File: src/rtl/frame_cfg_pkg.sv
// Shared constants, header field layout and FSM state encoding for the
// column configuration frame writer.
package frame_cfg_pkg;

  localparam int          WORD_W     = 32;
  localparam logic [31:0] SYNC_WORD  = 32'hFAB0_FAB1;
  localparam int          DESYNC_BIT = 31;
  localparam int          COL_LSB    = 8;
  localparam int          FRAME_LSB  = 0;
  localparam int          FIELD_W    = 8;
  localparam int          COUNT_W    = 16;

  typedef enum logic [2:0] {
    IDLE,
    HEADER,
    DATA,
    SETUP,
    STROBE,
    HOLD
  } state_e;

  function automatic logic [COUNT_W-1:0] sat_inc(input logic [COUNT_W-1:0] value);
    return (value == {COUNT_W{1'b1}}) ? value : value + 1'b1;
  endfunction

endpackage

File: src/rtl/frame_strobe_decoder.sv
// Combinational column/frame to one-hot frame strobe decode; the writer
// registers the result so the strobe leaves the block glitch-free.
module frame_strobe_decoder
  import frame_cfg_pkg::*;
#(
  parameter int NumColumns      = 23,
  parameter int MaxFramesPerCol = 20
) (
  input  logic [FIELD_W-1:0]                    column_i,
  input  logic [FIELD_W-1:0]                    frame_i,
  input  logic                                  enable_i,
  output logic [NumColumns*MaxFramesPerCol-1:0] strobe_o
);

  always_comb begin
    // NOTE: default every bit before the loops so no path leaves strobe_o
    // unassigned, which would otherwise infer a latch.
    strobe_o = '0;
    if (enable_i) begin
      for (int c = 0; c < NumColumns; c++) begin
        for (int f = 0; f < MaxFramesPerCol; f++) begin
          if ((column_i == FIELD_W'(c)) && (frame_i == FIELD_W'(f))) begin
            strobe_o[c*MaxFramesPerCol + f] = 1'b1;
          end
        end
      end
    end
  end

endmodule

File: src/rtl/frame_config_writer.sv
// Parses a sync/header/data word stream and writes configuration frames to
// the tile array: stable FrameData, then a single-cycle one-hot FrameStrobe.
module frame_config_writer
  import frame_cfg_pkg::*;
#(
  parameter int NumRows         = 7,
  parameter int NumColumns      = 23,
  parameter int MaxFramesPerCol = 20,
  parameter int FrameBitsPerRow = 32
) (
  input  logic                                  CLK,
  input  logic                                  resetn,
  input  logic [WORD_W-1:0]                     WriteData,
  input  logic                                  WriteValid,
  output logic                                  WriteReady,
  output logic [NumRows*FrameBitsPerRow-1:0]    FrameData,
  output logic [NumColumns*MaxFramesPerCol-1:0] FrameStrobe,
  output logic                                  ConfigDone,
  output logic                                  ErrorFlag,
  output logic [COUNT_W-1:0]                    FramesWritten
);

  if (FrameBitsPerRow != WORD_W) begin : g_bad_row_width
    $error("frame_config_writer: FrameBitsPerRow must equal the 32-bit word width");
  end
  if (NumColumns > (1 << FIELD_W) || MaxFramesPerCol > (1 << FIELD_W)) begin : g_bad_field
    $error("frame_config_writer: column/frame count exceeds 8-bit header field");
  end

  localparam int                 RowW      = (NumRows > 1) ? $clog2(NumRows) : 1;
  localparam logic [RowW-1:0]    LastRow   = RowW'(NumRows - 1);
  localparam logic [FIELD_W-1:0] ColLimit  = FIELD_W'(NumColumns);
  localparam logic [FIELD_W-1:0] FrameLimit = FIELD_W'(MaxFramesPerCol);
  localparam int                 StrobeW   = NumColumns * MaxFramesPerCol;

  state_e                          state_q;
  logic [RowW-1:0]                 row_q;
  logic [FIELD_W-1:0]              col_q;
  logic [FIELD_W-1:0]              frame_q;
  logic [NumRows*WORD_W-1:0]       frame_data_q;
  logic [StrobeW-1:0]              strobe_q;
  logic                            config_done_q;
  logic                            error_q;
  logic [COUNT_W-1:0]              frames_written_q;
  logic [COUNT_W-1:0]              frames_written_d;

  logic                            accept;
  logic [FIELD_W-1:0]              hdr_col;
  logic [FIELD_W-1:0]              hdr_frame;
  logic                            hdr_bad;
  logic [StrobeW-1:0]              strobe_d;

  // Ready is gated by resetn directly so the source sees it drop the same cycle.
  assign WriteReady = resetn & (state_q inside {IDLE, HEADER, DATA});
  assign accept     = WriteValid & WriteReady;

  assign hdr_col    = WriteData[COL_LSB +: FIELD_W];
  assign hdr_frame  = WriteData[FRAME_LSB +: FIELD_W];
  assign hdr_bad    = (hdr_col >= ColLimit) || (hdr_frame >= FrameLimit);

  assign frames_written_d = sat_inc(frames_written_q);

  frame_strobe_decoder #(
    .NumColumns      (NumColumns),
    .MaxFramesPerCol (MaxFramesPerCol)
  ) u_decoder (
    .column_i (col_q),
    .frame_i  (frame_q),
    .enable_i (state_q == SETUP),
    .strobe_o (strobe_d)
  );

  // NOTE: all sequential state uses non-blocking assignments so every
  // register samples pre-edge values regardless of statement order.
  always_ff @(posedge CLK) begin
    if (!resetn) begin
      // NOTE: FrameData is a plain register bank, not a RAM, so it is reset
      // with the control state; a reset mid-frame must leave it cleared.
      state_q          <= IDLE;
      row_q            <= '0;
      col_q            <= '0;
      frame_q          <= '0;
      frame_data_q     <= '0;
      strobe_q         <= '0;
      config_done_q    <= 1'b0;
      error_q          <= 1'b0;
      frames_written_q <= '0;
    end else begin
      strobe_q      <= '0;
      config_done_q <= 1'b0;

      unique case (state_q)
        IDLE: begin
          if (accept && (WriteData == SYNC_WORD)) begin
            state_q          <= HEADER;
            error_q          <= 1'b0;
            frames_written_q <= '0;
          end
        end

        HEADER: begin
          if (accept) begin
            if (WriteData[DESYNC_BIT]) begin
              state_q       <= IDLE;
              config_done_q <= 1'b1;
            end else if (hdr_bad) begin
              state_q <= IDLE;
              error_q <= 1'b1;
            end else begin
              col_q   <= hdr_col;
              frame_q <= hdr_frame;
              row_q   <= '0;
              state_q <= DATA;
            end
          end
        end

        DATA: begin
          if (accept) begin
            for (int r = 0; r < NumRows; r++) begin
              if (row_q == RowW'(r)) begin
                frame_data_q[r*WORD_W +: WORD_W] <= WriteData;
              end
            end
            if (row_q == LastRow) begin
              state_q <= SETUP;
            end else begin
              row_q <= row_q + 1'b1;
            end
          end
        end

        SETUP: begin
          state_q          <= STROBE;
          strobe_q         <= strobe_d;
          frames_written_q <= frames_written_d;
        end

        STROBE:  state_q <= HOLD;
        HOLD:    state_q <= HEADER;
        default: state_q <= IDLE;
      endcase
    end
  end

  assign FrameData     = frame_data_q;
  assign FrameStrobe   = strobe_q;
  assign ConfigDone    = config_done_q;
  assign ErrorFlag     = error_q;
  assign FramesWritten = frames_written_q;

endmodule

File: config.mk
export PLATFORM = sky130hd
export DESIGN_NAME = frame_config_writer
export DESIGN_NICKNAME = d
export VERILOG_FILES = /design/src/rtl/frame_cfg_pkg.sv /design/src/rtl/frame_strobe_decoder.sv /design/src/rtl/frame_config_writer.sv
export SDC_FILE = /design/constraint.sdc
export NUM_CORES = 1
export LEC_CHECK = 0
export ABC_CLOCK_PERIOD_IN_PS = 3200
export CORE_AREA = 2 2 284 286
export DETAILED_ROUTE_END_ITERATION = 6
export DIE_AREA = 0 0 286 288
export SYNTH_ARGS = -nofsm -noshare
export SYNTH_HDL_FRONTEND = slang
export SYNTH_SLANG_ARGS = --single-unit
File: constraint.sdc
create_clock -name CLK -period 3.2 [get_ports CLK]
set_input_delay 0.64 -clock CLK [delete_from_list [all_inputs] [get_ports CLK]]
set_output_delay 0.64 -clock CLK [all_outputs]
set_load 0.03 [all_outputs]
==> metrics <==
busiest grt layer met2; final layout net count around 3100; Area growth syn-to-layout 51.2%; max-slew violations 0; TritonCTS buffer count 77; M3 GR Usage 0.0750; synthesized instance count approximately 2300; cell area after synthesis between 20000 and 25000 um^2; Tot GR Track Use 0.202; pwr dens approximately 540 nW/um^2; I/O Buffers between 700 and 800; non-filler cells, final roughly 4200; met2 Resource Use GR 0.353; Antenna Violating Nets Remaining 0; DRT Pass-1 Iters 5; Root Driver clkbuf_16; Final min period between 2 and 3 ns; register area share after synthesis 0.657; Max VDD drop about 0.44 mV; I/O pin cnt roughly 740; met1 usage 0.228; crit path capture type output port; PostCTS Resize Cnt 0; Slew @ Worst Pin between 1 and 1.5 ns; placed cell areas just over 30000 um^2; die area approximately 82000 um^2; Synth warnings 0; first-pass GRT wire length 122 mm; startpoint class of the critical path flip-flop; DIE WIDTH ~290 um; Die Y approximately 290 um; CP dominant cell by count nand2_1; Worst slew margin 0.298; Slowest-stage cell, CP clkdlybuf4s50_1; setup bufs post-CTS 0; CTS tree yes; Hold Crit Class in2reg; layout cells sized above 1 0.0773; Fin. Hold Viols 0; Placer Congestion roughly 0.8; Core Footprint between 70000 and 80000 um^2; Detail Placement HPWL approximately 60 mm; WP data required approximately 2.6 ns; DRT iter0 DRCs 907; max-capacitance violation count 0; Mapped Avg Cell Area around 9.4 um^2; Syn Nets between 2000 and 2500; P_leak between 0.01 and 0.015 uW; Async SR Flop Fraction 0; slowest stage delay, CP roughly 0.7 ns; worst-path fanout max 15; Synth Flop Type dfxtp_1; number of synthesized flops with an enable pin 0; worst endpoint data arrival time 2.15 ns; placed insts 4025; status complete, no violations; Fin Setup TNS 0 ns; antenna cells 0; wire per inst 20.9 um; vias in the first global route about 17000; clk_lat worst skew 0.64 ns; DRT Wirelength between 80 and 90 mm; fmax around 360 MHz; CTS Buffer Depth 3; Num Clock Sinks 724; clock slew at reported path FFs ~0.060 ns; Tcrit/Tclk final 0.872; H-tree lvl count 3; Vias/cell around 4.3; largest net degree at the start of global routing approximately 170; Core Rows between 100 and 150; starting density of the core 0.277; Largest delay share family, worst path buffers and inverters; cell chain of the critical path nand2_1 -> nand2_1 -> nor2_1 -> clkdlybuf4s50_1; critical path buffer and inverter count 1; design area about 33000 um^2; hold buffer count at CTS 0; Synth Register Bits between 700 and 800; Final setup viols 0; clk_skew 0.0417 ns; DRC Markers 0; Distinct cells, synth 51; worst setup path class reg2out; initial antenna violation count 1; GRT overflow 0; total number of vias 18000; RSZ-0062 raised after global routing no; post-layout util 0.419
==> cell usage after synthesis (all sizes together), types with 2 or more instances <==
library cell,count,area (um^2)
nand4b,6,58.8
ha,6,75.1
nor3b,4,30.0
a21boi,225,1690
nand2,518,1940
and2,10,65.1
nor2,481,1810
dfxtp,724,14500
or4,2,15.0
buf,25,144
o22ai,2,12.5
and4,4,35.0
o311a,2,20.0
nand2b,5,31.3
nand3b,2,15.0
a31oi,5,31.3
inv,7,26.3
o21a,2,15.0
o221a,6,67.6
nand4,5,31.3
mux2i,12,120
nor4,5,61.3
nor2b,15,93.8
nor3,10,50.1
o21ai,7,35.0
or3,2,12.5
a41oi,3,26.3
clkbuf,185,694
a21oi,9,45.0
nand3,23,120
and3,12,75.1
==> final cells by class <==
type / count / area [um^2]
multi-input combinational: 1396 / 6720
clock buffer: 112 / 2230
fill: 7755 / 46300
timing repair buffer: 838 / 8270
clock inverter: 28 / 307
tap: 1060 / 1330
inverter: 7 / 26.3
sequential: 724 / 14500
==> report_power, final <==
part | switching (uW) | internal (uW)
clock | 3860 | 5010
combinational | 164 | 113
sequential | 0.00000000842 | 9010
==> metrics by stage <==
stage | total power (uW) | setup slack, ns | hold WS, ns
3_5_place_dp | 9490 | 0.0669 | 0.448
2_1_floorplan | 9340 | 0.688 | 0.431
5_1_grt | 18700 | 0.260 | 0.298
6_report | 18200 | 0.409 | 0.333
4_1_cts | 18300 | 0.308 | 0.278
3_3_place_gp | 9490 | 0.0689 | 0.447
==> final timing paths <==
kind	start	to	slack (ns)	depth (start not counted)
setup / recovery	state_q[1]$_SDFFE_PN0P_	WriteReady	0.41	4
hold / removal	resetn	row_q[2]$_SDFFE_PN0P_	0.33	3
setup reg to reg	state_q[1]$_SDFFE_PN0P_	FrameData[44]$_SDFFE_PN0P_	0.85	6
hold reg to reg	col_q[5]$_SDFFE_PN0P_	col_q[5]$_SDFFE_PN0P_	0.46	1
==> layout by cell type, fill, tap and decap left out, drive strengths merged, types with 2 or more instances in the layout <==
| master | instances |
|---|---|
| a21boi | 225 |
| a21oi | 9 |
| a31oi | 5 |
| a41oi | 3 |
| and2 | 10 |
| and3 | 12 |
| and4 | 4 |
| buf | 102 |
| clkbuf | 112 |
| clkdlybuf4s50 | 736 |
| clkinv | 19 |
| dfxtp | 724 |
| ha | 6 |
| inv | 14 |
| mux2i | 12 |
| nand2 | 518 |
| nand2b | 5 |
| nand3 | 23 |
| nand3b | 2 |
| nand4 | 5 |
| nand4b | 6 |
| nor2 | 481 |
| nor2b | 15 |
| nor3 | 10 |
| nor3b | 4 |
| nor4 | 5 |
| o21a | 2 |
| o21ai | 7 |
| o221a | 6 |
| o22ai | 2 |
| o311a | 2 |
| or3 | 2 |
| or4 | 2 |
==> state kept, by name (all words and copies together), names as in the netlist <==
signal,cells
FramesWritten,16
ConfigDone,1
state_q,3
row_q,3
frame_q,8
FrameStrobe,460
FrameData,224
ErrorFlag,1
col_q,8
==> layer usage <==
layer / vias up / share of wire
met4: 2 / 0.027
met3: 132 / 0.092
met2: 656 / 0.49
met5: - / 0.00015
li1: 8755 / -
met1: 8457 / 0.39
==> kinds of logic after synthesis <==
family	after synthesis	synth area share
DFF	724	0.657
and+or+nand+nor	1110	0.204
AOI/OAI and AO/OA	268	0.0909
adders and majority gates	6	0.00340
muxes	12	0.00544
buffers and inverters	217	0.0392
==> tightest hold or removal path, cell delays in order <==
cell and delay (ns):
buf_6 0.13, nand2_1 0.07, mux2i_1 0.05
Note: power is estimated with default switching activity, not from simulation.
